<file path="src/rtl/store_buffer_if.sv">
// Store buffer handshake bundle: pipeline-side store/load-probe signals and memory-side drain port.
// Also provides the shared MEM_* access codes when the pipeline has not defined them already.
`ifndef MEM_NOP
`define MEM_NOP 4'h0
`endif
`ifndef MEM_LB
`define MEM_LB  4'h1
`endif
`ifndef MEM_LH
`define MEM_LH  4'h2
`endif
`ifndef MEM_LW
`define MEM_LW  4'h3
`endif
`ifndef MEM_SB
`define MEM_SB  4'h8
`endif
`ifndef MEM_SH
`define MEM_SH  4'h9
`endif
`ifndef MEM_SW
`define MEM_SW  4'hA
`endif

interface store_buffer_if #(parameter int DEPTH = 4);
  logic                     st_valid;
  logic                     st_ready;
  logic [3:0]               sl_type;
  logic [31:0]              addr;
  logic [31:0]              wdata;
  logic [31:0]              ld_addr;
  logic                     ld_hazard;
  logic                     mem_valid;
  logic                     mem_ready;
  logic [31:0]              mem_addr;
  logic [31:0]              mem_wdata;
  logic [3:0]               mem_wstrb;
  logic [$clog2(DEPTH):0]   count;
  logic                     misalign;

  modport master (
    output st_valid, sl_type, addr, wdata, ld_addr, mem_ready,
    input  st_ready, ld_hazard, mem_valid, mem_addr, mem_wdata, mem_wstrb, count, misalign
  );
  modport slave (
    input  st_valid, sl_type, addr, wdata, ld_addr, mem_ready,
    output st_ready, ld_hazard, mem_valid, mem_addr, mem_wdata, mem_wstrb, count, misalign
  );
endinterface

</file>
<file path="src/rtl/store_buffer.sv">
// Store buffer: lane-aligns stores, queues them in a DEPTH-entry FIFO, drains over valid/ready,
// and flags loads hitting a queued word. Optional misalignment rejection via STORE_MISALIGN_CHECK_EN.
module store_buffer #(
  parameter int DEPTH = 4
) (
  input  logic          clk,
  input  logic          rst_n,
  store_buffer_if.slave bus
);
  localparam int PW = $clog2(DEPTH);
  localparam int CW = PW + 1;

  typedef struct packed {
    logic [29:0] waddr;
    logic [31:0] data;
    logic [3:0]  strb;
  } sb_entry_t;

  sb_entry_t        ent_q [DEPTH];
  sb_entry_t        ent_d;
  logic [PW-1:0]    wr_ptr, rd_ptr;
  logic [CW-1:0]    cnt;
  logic             is_store, mis, enq, deq;
  logic [DEPTH-1:0] hit;

  always_comb begin
    is_store   = 1'b0;
    ent_d      = '0;
    ent_d.waddr = bus.addr[31:2];
    ent_d.data  = bus.wdata;
    ent_d.strb  = 4'b1111;
    case (bus.sl_type)
      `MEM_SB: begin
        is_store   = 1'b1;
        ent_d.data = {4{bus.wdata[7:0]}};
        ent_d.strb = 4'b0001 << bus.addr[1:0];
      end
      `MEM_SH: begin
        is_store   = 1'b1;
        ent_d.data = {2{bus.wdata[15:0]}};
        ent_d.strb = 4'b0011 << {bus.addr[1], 1'b0};
      end
      `MEM_SW: is_store = 1'b1;
      default: is_store = 1'b0;
    endcase
  end

`ifdef STORE_MISALIGN_CHECK_EN
  // Misaligned stores complete the handshake but are dropped instead of queued.
  assign mis = ((bus.sl_type == `MEM_SH) && bus.addr[0]) ||
               ((bus.sl_type == `MEM_SW) && (bus.addr[1:0] != 2'b00));
  assign bus.misalign = bus.st_valid & bus.st_ready & mis;
`else
  assign mis          = 1'b0;
  assign bus.misalign = 1'b0;
`endif

  assign bus.st_ready = (cnt != CW'(DEPTH));
  assign enq          = bus.st_valid & bus.st_ready & is_store & ~mis;
  assign deq          = (cnt != '0) & bus.mem_ready;

  always_ff @(posedge clk) begin
    if (!rst_n) begin
      wr_ptr <= '0;
      rd_ptr <= '0;
      cnt    <= '0;
    end else begin
      if (enq) wr_ptr <= wr_ptr + 1'b1;
      if (deq) rd_ptr <= rd_ptr + 1'b1;
      case ({enq, deq})
        2'b10:   cnt <= cnt + 1'b1;
        2'b01:   cnt <= cnt - 1'b1;
        default: cnt <= cnt;
      endcase
    end
  end

  // Payload needs no reset; occupancy is tracked entirely by pointers and count.
  always_ff @(posedge clk) begin
    if (enq) ent_q[wr_ptr] <= ent_d;
  end

  assign bus.mem_valid = (cnt != '0);
  assign bus.mem_addr  = {ent_q[rd_ptr].waddr, 2'b00};
  assign bus.mem_wdata = ent_q[rd_ptr].data;
  assign bus.mem_wstrb = ent_q[rd_ptr].strb;
  assign bus.count     = cnt;

  // An entry is live when its distance from the read pointer is below the count.
  for (genvar i = 0; i < DEPTH; i++) begin : g_hit
    logic [PW-1:0] off;
    assign off    = PW'(i) - rd_ptr;
    assign hit[i] = ({1'b0, off} < cnt) && (ent_q[i].waddr == bus.ld_addr[31:2]);
  end

  assign bus.ld_hazard = |hit;

  logic unused_ld_lsb;
  assign unused_ld_lsb = ^bus.ld_addr[1:0];
endmodule

</file>
<file path="src/flat_wrapper.sv">
// flat-port wrapper written by rule: the top's interface ports become plain ports
module store_buffer_flat 
#(
  parameter int DEPTH = 4
)
  (clk, rst_n, bus_st_valid, bus_sl_type, bus_addr, bus_wdata, bus_ld_addr, bus_mem_ready, bus_st_ready, bus_ld_hazard, bus_mem_valid, bus_mem_addr, bus_mem_wdata, bus_mem_wstrb, bus_count, bus_misalign);
  store_buffer_if #(.DEPTH(DEPTH)) bus_i ();
  input  logic clk;
  input  logic rst_n;
  input wire logic [$bits(bus_i.st_valid)-1:0] bus_st_valid;
  input wire logic [$bits(bus_i.sl_type)-1:0] bus_sl_type;
  input wire logic [$bits(bus_i.addr)-1:0] bus_addr;
  input wire logic [$bits(bus_i.wdata)-1:0] bus_wdata;
  input wire logic [$bits(bus_i.ld_addr)-1:0] bus_ld_addr;
  input wire logic [$bits(bus_i.mem_ready)-1:0] bus_mem_ready;
  output wire logic [$bits(bus_i.st_ready)-1:0] bus_st_ready;
  output wire logic [$bits(bus_i.ld_hazard)-1:0] bus_ld_hazard;
  output wire logic [$bits(bus_i.mem_valid)-1:0] bus_mem_valid;
  output wire logic [$bits(bus_i.mem_addr)-1:0] bus_mem_addr;
  output wire logic [$bits(bus_i.mem_wdata)-1:0] bus_mem_wdata;
  output wire logic [$bits(bus_i.mem_wstrb)-1:0] bus_mem_wstrb;
  output wire logic [$bits(bus_i.count)-1:0] bus_count;
  output wire logic [$bits(bus_i.misalign)-1:0] bus_misalign;
  assign bus_i.st_valid = bus_st_valid;
  assign bus_i.sl_type = bus_sl_type;
  assign bus_i.addr = bus_addr;
  assign bus_i.wdata = bus_wdata;
  assign bus_i.ld_addr = bus_ld_addr;
  assign bus_i.mem_ready = bus_mem_ready;
  assign bus_st_ready = bus_i.st_ready;
  assign bus_ld_hazard = bus_i.ld_hazard;
  assign bus_mem_valid = bus_i.mem_valid;
  assign bus_mem_addr = bus_i.mem_addr;
  assign bus_mem_wdata = bus_i.mem_wdata;
  assign bus_mem_wstrb = bus_i.mem_wstrb;
  assign bus_count = bus_i.count;
  assign bus_misalign = bus_i.misalign;
  store_buffer #(.DEPTH(DEPTH)) u_core (.clk(clk), .rst_n(rst_n), .bus(bus_i));
endmodule
</file>
<file path="config.mk">
export PLATFORM = sky130hd
export DESIGN_NAME = store_buffer_flat
export DESIGN_NICKNAME = d
export VERILOG_FILES = /design/src/rtl/store_buffer_if.sv /design/src/rtl/store_buffer.sv /design/src/flat_wrapper.sv
export SDC_FILE = /design/constraint.sdc
export NUM_CORES = 1
export LEC_CHECK = 0
export CORE_MARGIN = 2
export CORE_UTILIZATION = 55
export DETAILED_ROUTE_END_ITERATION = 8
export PLACE_DENSITY = 0.81
export SLEW_MARGIN = 20
export SYNTH_ARGS = -nofsm -noshare
export SYNTH_HDL_FRONTEND = slang
export SYNTH_SLANG_ARGS = --single-unit
</file>
<file path="constraint.sdc">
create_clock -name clk -period 6.25 [get_ports clk]
set_input_delay 1.875 -clock clk [delete_from_list [all_inputs] [get_ports clk]]
set_output_delay 1.875 -clock clk [all_outputs]
set_load 0.005 [all_outputs]
</file>
==> flow_metrics.env <==
export IMPL_status="completed"
export IMPL_synth_edff_count=264
export IMPL_power_mw=4.30
export IMPL_cp_max_fo=2
export IMPL_clock_sinks=273
export IMPL_synth_adder_area_share=0.0111
export IMPL_avgSynthCellArea_sq_um=18.3
export IMPL_placedCellCount=1090
export IMPL_io_buffers=173
export IMPL_setup_violations_final=0
export IMPL_ant_nets=0
export IMPL_viasPerCell=5.83
export IMPL_synth_simple_area_share=0.0339
export IMPL_final_common_cell="edfxtp_1"
export IMPL_power_density_mw_per_mm2=287
export IMPL_clockBufferDepth=3
export IMPL_fin_skew_ps=15.9
export IMPL_rsz0062_at_grt="no"
export IMPL_die_area_sq_mm=0.0229
export IMPL_worstPathRequired_ps=4380
export IMPL_worstSetupPathType="primary input to output port"
export IMPL_wl_um=27500
export IMPL_finalNonFillerCells=1142
export IMPL_fin_crit_ps=5810
export IMPL_htree_num_levels=1
export IMPL_drive_gt1_frac=0.188
export IMPL_endpoint_kind="output port"
export IMPL_wl_per_cell_um=24.1
export IMPL_cts_hold_buf=0
export IMPL_grt_pass1_wl_um=40800
export IMPL_path_clk_slew_ps=60
export IMPL_yosysUniqueCellTypes=39
export IMPL_worst_skew_pair_late_latency_ps=530
export IMPL_yosysWarnings=0
export IMPL_top_level_ports=179
export IMPL_critPathLaunchType="primary input"
export IMPL_leakage_nw=4.77
export IMPL_synth_area_sq_mm=0.0119
export IMPL_gr_usage_met2=0.413
export IMPL_num_vias=6663
export IMPL_dr_pass1_iters=5
export IMPL_grt_remaining_overflow=0
export IMPL_finalMaxSlewViolations=0
export IMPL_relSlewSlack=0.334
export IMPL_rows=53
export IMPL_grt_busiest_layer="met2"
export IMPL_multi_input_area_sq_mm=0.00360
export IMPL_drc_errors=0
export IMPL_grt_use_met3=0.0705
export IMPL_whs_ps=597
export IMPL_irDropWorstVdd_v=0.000285
export IMPL_fillers=1302
export IMPL_ys_seq_area_frac=0.680
export IMPL_hp_class="flop to flop"
export IMPL_drtIter0Drc=480
export IMPL_ys_flop_type="edfxtp_1"
export IMPL_dp_hpwl_um=18900
export IMPL_antenna_found_initial=4
export IMPL_placed_area_sq_mm=0.0141
export IMPL_synth_xor_xnor_area_share=0.0919
export IMPL_met1_usage=0.307
export IMPL_design_area_sq_mm=0.0150
export IMPL_async_reset_ff_frac=0
export IMPL_clock_fmax_ghz=0.172
export IMPL_die_h_um=151
export IMPL_syn2layout_area_growth_pct=25.8
export IMPL_muxShareOfSynthArea=0.147
export IMPL_hold_violations=0
export IMPL_cts_tree="built"
export IMPL_most_common_layout_cells="edfxtp_1, clkdlybuf4s50_1, xnor2_1"
export IMPL_syn_inst=650
export IMPL_yosys_register_bits=273
export IMPL_regArea_sq_mm=0.00811
export IMPL_final_setup_tns_ps=0
export IMPL_reg2reg_slack_ps=3840
export IMPL_nNetsFinal=959
export IMPL_start_util=0.563
export IMPL_arrival_ps=3940
export IMPL_track_usage=0.244
export IMPL_min_period_over_period=0.930
export IMPL_grt_pass1_vias=7001
export IMPL_grt_max_degree=44
export IMPL_gp_routability_congestion=0.915
export IMPL_cts_root_buf="clkbuf_16"
export IMPL_synth_compound_area_frac=0.0151
export IMPL_core_region_area_sq_mm=0.0212
export IMPL_synth_top_family_by_area="multiplexers"
export IMPL_drv_cap=0
export IMPL_worst_pin_slew_ps=999
export IMPL_fp_dieW_um=151
export IMPL_cts_buffers=28
-- worst max-delay path, stage by stage --
cell and delay [ps]:
clkdlybuf4s50_1 440, xor2_1 180, nor4_2 360, buf_4 170, nand4_1 60, or4_1 560
nand4_1 140, dlymetal6s2s_1 150
-- cells in the mapped netlist (10+ instances only) --
cell / count / area (sq um)
mux2_2: 16 / 180
xor2_1: 39 / 342
clkbuf_1: 21 / 78.8
nor2_1: 10 / 37.5
edfxtp_1: 264 / 7930
a21oi_1: 13 / 65.1
mux4_2: 66 / 1490
and2_1: 10 / 62.6
nand4_1: 23 / 144
buf_2: 10 / 50.1
xnor2_1: 86 / 753
inv_1: 11 / 41.3
-- routing by layer --
metal  vias up  share of wire
met5         -        0.00091
met4         4          0.030
met3        53          0.093
met2       304           0.50
met1      3370           0.37
li1       2932              -
-- cells by family after synthesis --
kind of cell	after synthesis
AO/OA/AOI/OAI	27
XOR/XNOR	125
adder cells (fa/ha/maj)	10
buffers and inverters	53
flip-flops	273
multiplexers	91
other	1
AND/OR/NAND/NOR	70
-- what timing repair did --
action	in CTS	in global routing
pin swaps	0	1
resized for setup	1	1
setup buffers	0	0
endpoints found under the setup margin	1	1
-- state kept, by name, summed over array words and instances, names as in the netlist, named ones only --
name              cells
u_core.rd_ptr         2
u_core.wr_ptr         2
u_core.bus.count      3
u_core.ent_q        264
-- final timing paths --
kind                                    startpoint                             to  cells after the start
hold reg to reg      u_core.wr_ptr[1]$_SDFFE_PN0P_  u_core.wr_ptr[1]$_SDFFE_PN0P_                      2
hold / removal       u_core.wr_ptr[1]$_SDFFE_PN0P_  u_core.wr_ptr[1]$_SDFFE_PN0P_                      2
setup reg to reg  u_core.bus.count[0]$_SDFFE_PN0P_  u_core.ent_q[3][54]$_DFFE_PP_                      4
setup / recovery                   bus_ld_addr[21]                  bus_ld_hazard                      8
-- power breakdown --
part / internal, mW / switching, mW
registers: 2.03 / 0.0529
logic: 0.355 / 0.222
clock network: 0.975 / 0.661
-- final cells by class --
type,count,area share
Antenna cell,2,0.000334
Clock buffer,35,0.0506
Clock inverter,15,0.00977
Tap cell,275,0.0230
Multi-Input combinational cell,326,0.240
Inverter,12,0.00301
Timing Repair Buffer,204,0.132
Sequential cell,273,0.541
-- through the flow --
stage          setup slack [ps]  utilization
2_1_floorplan              1280            -
3_3_place_gp               10.7        0.665
3_5_place_dp               3.19        0.665
4_1_cts                    63.7        0.708
5_1_grt                     376        0.708
6_report                    439        0.708
Power figures use the tool's default switching activity.
